File: src/rtl/serial_rx_burst_master.sv
// serial_rx_burst_master
// Master-side receive port: accepts a burst of words from a slave over LANES
// serial lines. Each word starts with a slave_valid/master_ready handshake.
// Completed words queue in a first-word-fall-through FIFO for the consumer.
module serial_rx_burst_master #(
    parameter int unsigned DATA_LEN   = 8,
    parameter int unsigned BURST_LEN  = 12,
    parameter int unsigned LANES      = 1,
    parameter int unsigned FIFO_DEPTH = 4,
    parameter int unsigned MSB_FIRST  = 0
) (
    input  logic                            clk,
    input  logic                            reset,
    input  logic [1:0]                      instruction,
    input  logic [BURST_LEN-1:0]            burst_num,
    input  logic [LANES-1:0]                rx_data,
    input  logic                            slave_valid,
    output logic                            master_ready,
    output logic [DATA_LEN-1:0]             data_out,
    output logic                            data_valid,
    input  logic                            data_ready,
    output logic [$clog2(FIFO_DEPTH+1)-1:0] fifo_level,
    output logic                            busy,
    output logic                            rx_done
);

    localparam int unsigned BEATS = DATA_LEN / LANES;
    localparam int unsigned BW    = (BEATS > 1) ? $clog2(BEATS) : 1;
    localparam int unsigned PW    = $clog2(FIFO_DEPTH);
    localparam int unsigned LW    = $clog2(FIFO_DEPTH + 1);
    localparam logic [DATA_LEN-1:0] ONE = DATA_LEN'(1);

    typedef enum logic [1:0] {
        IDLE,
        WAIT_HANDSHAKE,
        RECEIVE
    } state_t;

    state_t               state, state_nxt;
    logic [BURST_LEN-1:0] burst_lat;
    logic [BURST_LEN:0]   word_cnt;
    logic [BW-1:0]        beat_cnt;
    logic [DATA_LEN-1:0]  word_buf;
    logic [DATA_LEN-1:0]  assembled;
    logic                 rx_done_q;

    logic                 start, abort, capture, word_done, push, pop, last_word, full;
    int unsigned          pos;
    logic [LANES-1:0]     lane_bits;

    logic [DATA_LEN-1:0]  mem [FIFO_DEPTH];
    logic [PW-1:0]        wr_ptr, rd_ptr;
    logic [LW-1:0]        level;

    assign start     = (state == IDLE) && (instruction == 2'b11);
    assign abort     = (state != IDLE) && (instruction == 2'b01);
    assign last_word = (word_cnt == {1'b0, burst_lat});
    assign full      = (level == LW'(FIFO_DEPTH));
    assign push      = word_done && !abort;
    assign pop       = data_valid && data_ready;

    // Current word with this cycle's lane bits merged in at their beat position
    always_comb begin
        assembled = word_buf;
        pos       = 0;
        lane_bits = '0;
        for (int unsigned j = 0; j < LANES; j++) begin
            pos = 32'(beat_cnt) * LANES + j;
            if (MSB_FIRST != 0) pos = DATA_LEN - 1 - pos;
            lane_bits = rx_data >> j;
            assembled = (assembled & ~(ONE << pos)) | (DATA_LEN'(lane_bits[0]) << pos);
        end
    end

    // Next-state logic; abort overrides any same-cycle word completion
    always_comb begin
        state_nxt    = state;
        capture      = 1'b0;
        word_done    = 1'b0;
        master_ready = 1'b0;
        case (state)
            IDLE: begin
                if (instruction == 2'b11) state_nxt = WAIT_HANDSHAKE;
            end
            WAIT_HANDSHAKE: begin
                master_ready = !full;
                if (slave_valid && !full) begin
                    capture = 1'b1;
                    if (BEATS == 1) word_done = 1'b1;
                    else            state_nxt = RECEIVE;
                end
            end
            RECEIVE: begin
                capture = 1'b1;
                if (beat_cnt == BW'(BEATS - 1)) word_done = 1'b1;
            end
            default: state_nxt = IDLE;
        endcase
        if (word_done) state_nxt = last_word ? IDLE : WAIT_HANDSHAKE;
        if (abort)     state_nxt = IDLE;
    end

    // FSM state, burst counters and word assembly register
    always_ff @(posedge clk) begin
        if (reset) begin
            state     <= IDLE;
            burst_lat <= '0;
            word_cnt  <= '0;
            beat_cnt  <= '0;
            word_buf  <= '0;
            rx_done_q <= 1'b0;
        end else begin
            state     <= state_nxt;
            rx_done_q <= push && last_word;
            if (start) begin
                burst_lat <= burst_num;
                word_cnt  <= '0;
            end else if (push && !last_word) begin
                word_cnt  <= word_cnt + 1'b1;
            end
            // beat counter only runs while the next cycle is still mid-word
            if (state_nxt != RECEIVE) beat_cnt <= '0;
            else if (capture)         beat_cnt <= beat_cnt + 1'b1;
            if (capture) word_buf <= assembled;
        end
    end

    // Output FIFO pointers and occupancy
    always_ff @(posedge clk) begin
        if (reset) begin
            wr_ptr <= '0;
            rd_ptr <= '0;
            level  <= '0;
        end else begin
            if (push) wr_ptr <= wr_ptr + 1'b1;
            if (pop)  rd_ptr <= rd_ptr + 1'b1;
            if (push && !pop)      level <= level + 1'b1;
            else if (pop && !push) level <= level - 1'b1;
        end
    end

    // FIFO storage; contents are qualified by level so need no reset
    always_ff @(posedge clk) begin
        if (push) mem[wr_ptr] <= assembled;
    end

    assign data_valid = (level != '0);
    assign data_out   = data_valid ? mem[rd_ptr] : '0;
    assign fifo_level = level;
    assign busy       = (state != IDLE);
    assign rx_done    = rx_done_q;

endmodule

File: config.mk
export PLATFORM = sky130hd
export DESIGN_NAME = serial_rx_burst_master
export DESIGN_NICKNAME = d
export VERILOG_FILES = /design/src/rtl/serial_rx_burst_master.sv
export SDC_FILE = /design/constraint.sdc
export NUM_CORES = 1
export LEC_CHECK = 0
export CORE_MARGIN = 2
export CORE_UTILIZATION = 40
export CTS_BUF_LIST = sky130_fd_sc_hd__clkbuf_8
export DETAILED_ROUTE_END_ITERATION = 6
export GPL_ROUTABILITY_DRIVEN = 0
export GPL_TIMING_DRIVEN = 0
export SLEW_MARGIN = 20
export SYNTH_ARGS = -nofsm -noshare
export SYNTH_HDL_FRONTEND = slang
export SYNTH_SLANG_ARGS = --single-unit
export TNS_END_PERCENT = 100
File: constraint.sdc
create_clock -name clk -period 2.75 [get_ports clk]
set_clock_uncertainty 0.2 [all_clocks]
set_input_delay 0.4125 -clock clk [delete_from_list [all_inputs] [get_ports clk]]
set_output_delay 0.4125 -clock clk [all_outputs]
set_load 0.005 [all_outputs]
# After elaboration in Yosys (flattened, before gate mapping)
# Memory sizes are Yosys's and may differ from the RTL's. A register that Yosys moved wholly into a read port is not among the register bits.
# Index checks and enable logic that the tools add are counted.
[word_totals]
ramBits = 32
mem_count = 1
out_inout_bits = 15
in_bits = 19
wordCells = 67
ff_bits = 46
[mem_list]
columns = ["memory", "words", "word_bits", "rd", "rd_clocked_by_memory_dff", "wr", "line_no", "source"]
rows = [
  ["mem", 4, 8, 1, 1, 1, "51", "logic [DATA_LEN-1:0] mem [FIFO_DEPTH];"],
]
[op_classes]
n_eq_ne = 8
n_addsub = 6
mux = 18
n_reduce_logical = 20
bitwise_logic = 3
n_shift = 2
[ops]
columns = ["op", "n"]
rows = [
  ["$add A13 B1 Y13 const B", 1],
  ["$eq A13 B12 Y1", 1],
  ["$mux W2", 6],
  ["$logic_and A1 B1 Y1", 9],
  ["$and A8 B8 Y8", 1],
  ["$mux W8", 1],
  ["$not A8 Y8", 1],
  ["$or A8 B8 Y8", 1],
  ["$shl A1 B3 Y8", 1],
  ["$shl A1 B3 Y8 const A", 1],
  ["$mux W1", 7],
  ["$add A3 B1 Y3 const B", 2],
  ["$eq A3 B3 Y1 const B", 2],
  ["$mux W3", 2],
  ["$pmux W2 S3", 1],
  ["$logic_not A1 Y1", 5],
  ["$add A2 B1 Y2 const B", 2],
  ["$eq A2 B1 Y1 const B", 2],
  ["$eq A2 B2 Y1 const B", 2],
  ["$reduce_bool A2 Y1", 2],
  ["$reduce_or A2 Y1", 2],
  ["$reduce_bool A3 Y1", 1],
  ["$sub A3 B1 Y3 const B", 1],
  ["$logic_not A2 Y1", 1],
  ["2 further kinds", 2],
]

# Depth between registers and ports, before layout
[logic_depth]
depth_word = 9
depth_mapped = 12
depth_no_buf = 11

# Least setup slack after synthesis
# OpenSTA, ideal clock, no wires.
[synth_timing]
path_kind = "reg2reg"
start = "reg beat_cnt[0]"
end = "reg level[2] (netlist: fifo_level[2])"
path_buffers = 1
slack_ns = 0.068
setup_time_ns = 0.070
required_ns = 2.480
stages_incl_launch_ff = 13
arrival_ns = 2.411
cell_sequence = "dfxtp_1 -> ha_1 -> ha_1 -> nand2_1 -> or2_1 -> inv_2 -> buf_2 -> ha_1 -> inv_1 -> fa_1 -> xor2_1 -> or3_1 -> a21oi_1"
[synth_between]
elab_chain_cells = 7
[synth_rtl]
columns = ["item", "line_no", "source"]
rows = [
  ["start: declaration", "42", "logic [BW-1:0] beat_cnt;"],
  ["start signal: assignment", "123", "else if (capture) beat_cnt <= beat_cnt + 1'b1;"],
  ["$eq A3 B3 Y1 *", "95", "if (beat_cnt == BW'(BEATS - 1)) word_done = 1'b1;"],
  ["$mux W1 *", "95", ""],
  ["$mux W1 *", "81", "case (state)"],
  ["$logic_and A1 B1 Y1 *", "59", "assign push = word_done && !abort;"],
  ["via push", "47", "logic start, abort, capture, word_done, push, pop, last_word, full;"],
  ["$logic_not A1 Y1", "138", "else if (pop && !push) level <= level - 1'b1;"],
  ["$logic_and A1 B1 Y1", "138", ""],
  ["$reduce_bool A2 Y1 (no source line)", "n/a", ""],
  ["end signal: assignment", "137", "if (push && !pop) level <= level + 1'b1;"],
  ["end signal: assignment", "138", ""],
  ["end: declaration", "53", "logic [LW-1:0] level;"],
]
# The timed path passes the listed nets; every way through them passes the cells marked *.
# A chain may end at the register's enable or synchronous reset.

# Worst setup path after layout
[layout_timing]
start = "reg beat_cnt[0]"
end = "reg level[2] (netlist: fifo_level[2])"
[layout_between]
elab_chain_cells = 7
[layout_rtl]
columns = ["item", "line_no"]
rows = [
  ["$eq A3 B3 Y1 *", "95"],
  ["$mux W1 *", "95"],
  ["$mux W1 *", "81"],
  ["$logic_and A1 B1 Y1 *", "59"],
  ["$logic_not A1 Y1", "138"],
  ["$logic_and A1 B1 Y1", "138"],
  ["$reduce_bool A2 Y1 (no source line)", "n/a"],
]
# Mark *: on every way between the ends. The rest lies on a longest branch, timed or not.

==> out/results.ini <==
[run_status]
status=complete, no violations

[run]
drv_cap=0

[sta]
setup_viol_count_final=0
hold_viol=0
min_period_over_period=0.953
worstMarginPinSlew_ps=678
clock.fmax_mhz=381
hold_ws_ps=221
slew_violations=0
slew_headroom=0.546
layout_min_cycle_time_ps=2620

[route]
drt_iter0_drc=133
wl_per_cell_um=14.6
drt_wl_total_um=7310
ant_nets=0
vias=2576
dr.pass1.iters=4
post-route-drc-count=0
viasPerCell=5.15

[synth]
synth_top_cell_by_area=dfxtp_1
syn_inst=340
synth_ff_type=dfxtp_1
synth_area_leaders=dfxtp_1, edfxtp_1, ha_1
synth_warnings=0
synth_seq_cells=80
synth_edf_count=32
postSynth.asyncResetShare=0
synth.most_common_cell=dfxtp_1
netlist-cell-type-count=46
yosysTopAreaCellShare=0.259
synth_nets=377
avgSynthCellArea_um2=10.9
ys_top_cells_by_count=dfxtp_1, nand2_1, edfxtp_1
syn_area_um2=3700
yosysSeqAreaShare=0.519

[final_layout]
area_growth_pct=20.0
nets=421
ff_latch_area_um2=1930
layout-drive-gt1-share=0.113
stdcell_count=500
antennaDiodeCount=0
multiInputGateArea_um2=1660
fillers=856
finish.utilization=0.488

[pwr]
pwr-share-seq=0.430
switching_share=0.287
combPwrFrac=0.241
p_int_w=0.00220
netSwitchingPower_w=0.000884
powerDensity_nw_per_um2=693
power.leakage_nw=1.63
peakVddDrop_mv=0.319
clkPwrFrac=0.328

[clock_tree]
cts_tree=built
cts_sinks=80
cts_buffer_depth=2
clk_pin_slew_ps=100
cts_max_level=3
root_buffer=clkbuf_8
numCtsBuffers=9
ctsHoldBuffers=0
clock_latency_ps=360

[setup_path]
startpoint_type=flip-flop
path_class=reg -> reg
cp-end-kind=flip-flop
crit_fanout=5
worstPathArrival_ps=2700
path_buf_inv=2
cp_slowest_stage_delay_ps=380
crit_required_ps=2830
cp_common_cell=ha_2
crit_family=adder cells
worstPathCellList=ha_2 > ha_2 > nand2_1 > or2_4 > inv_4 > ha_2 > inv_1 > fa_1 > xor2_1 > or3_1 > a21oi_1
slowest_stage=dfxtp_4

[global_routing]
track_usage=0.159
antenna_found_initial=0
grt-ovfl-total=0
grt_pass1_wl_um=12400
grt_max_degree=17
first_global_vias=2489

[floorplan]
design.die.area_um2=10000
coreArea_um2=9110
die_h_um=100
start_util=0.407
die_x_um=100
rows=35
ios=34

[placement]
hpwl_um=5090
placed_cells=483
portBuffers=32

[min_path]
hp-class=in -> reg

## cells by family (layout without fill, tap and decap cells)
group | after synthesis | after routing | synth area share
adder cells (fa/ha/maj) | 18 | 18 | 0.0628
AO/OA/AOI/OAI | 55 | 55 | 0.0963
buffers and inverters | 31 | 80 | 0.0385
multiplexers | 18 | 18 | 0.0757
XOR/XNOR | 18 | 18 | 0.0426
AND/OR/NAND/NOR | 120 | 120 | 0.165
flip-flops | 80 | 80 | 0.519
## area by class of cell
| cell class | instances | share of cell area |
|---|---|---|
| sequential | 80 | 0.434 |
| multi-input combinational | 229 | 0.374 |
| timing repair buffer | 35 | 0.0771 |
| tap | 111 | 0.0312 |
| clock buffer | 9 | 0.0279 |
| clock inverter | 7 | 0.0245 |
| buffer | 17 | 0.0206 |
| inverter | 12 | 0.0107 |
## layer usage
metal  global-route usage  share of wire  up-vias
met5                    0              0        -
met4               0.0474         0.0093        0
met3               0.0376          0.033        7
met2                0.237           0.45       46
met1                0.230           0.51     1214
li1                     -              -     1309
## worst paths after layout
check / startpoint / end / slack (ps) / cells after the start
setup / recovery: beat_cnt[0] / fifo_level[2] / 130 / 11
hold / removal: reset / state[1] / 220 / 2
setup reg to reg: beat_cnt[0] / fifo_level[2] / 130 / 11
hold reg to reg: burst_lat[7] / burst_lat[7] / 270 / 2
## per-stage QoR
step | power (W) | area (µm²) | worst slack (ps) | setup TNS [ps]
floorplan | 0.00176 | 3700 | 68.2 | 0
global placement | 0.00207 | 4160 | -349 | -405
detailed placement | 0.00209 | 4160 | -369 | -434
CTS | 0.00310 | 4410 | 7.36 | 0
global route | 0.00326 | 4440 | -10.6 | -10.6
finish | 0.00308 | 4440 | 128 | 0
## sequential cells by signal, indices dropped and copies added (netlist names), 2 cells and up, named ones only
name	flops
fifo_level	3
burst_lat	12
word_cnt	13
mem	32
wr_ptr	2
rd_ptr	2
word_buf	8
beat_cnt	3
state	2
## power by group through the flow
stage | sequential (W) | combinational (W) | clock, W
6_report | 0.00133 | 0.000743 | 0.00101
5_1_grt | 0.00134 | 0.000831 | 0.00109
4_1_cts | 0.00132 | 0.000747 | 0.00103
3_5_place_dp | 0.00135 | 0.000741 | 0
3_3_place_gp | 0.00135 | 0.000727 | 0
2_1_floorplan | 0.00134 | 0.000422 | 0
## cells in the final DEF (no fill, tap or decap), drive strengths merged, types with 3 or more instances in the layout
master,instances
dfxtp,48
nand2,42
clkdlybuf4s50,32
edfxtp,32
a21oi,21
nor2,20
clkbuf,20
ha,17
xor2,16
inv,16
and2,13
mux2i,10
buf,9
mux4,8
or4,8
nand3,7
a22o,6
o31ai,6
and3,6
o21ai,5
or3,4
nor4,4
nand4,4
o211ai,4
and4,3
a211oi,3
## timing repair
| action | in CTS | in global routing |
|---|---|---|
| endpoints found under the hold margin | 0 | 0 |
| setup endpoints to repair | 1 | 11 |
| resized for setup | 5 | 9 |
| buffers inserted | 1 | 2 |
Note: power is estimated with default switching activity, not from simulation.
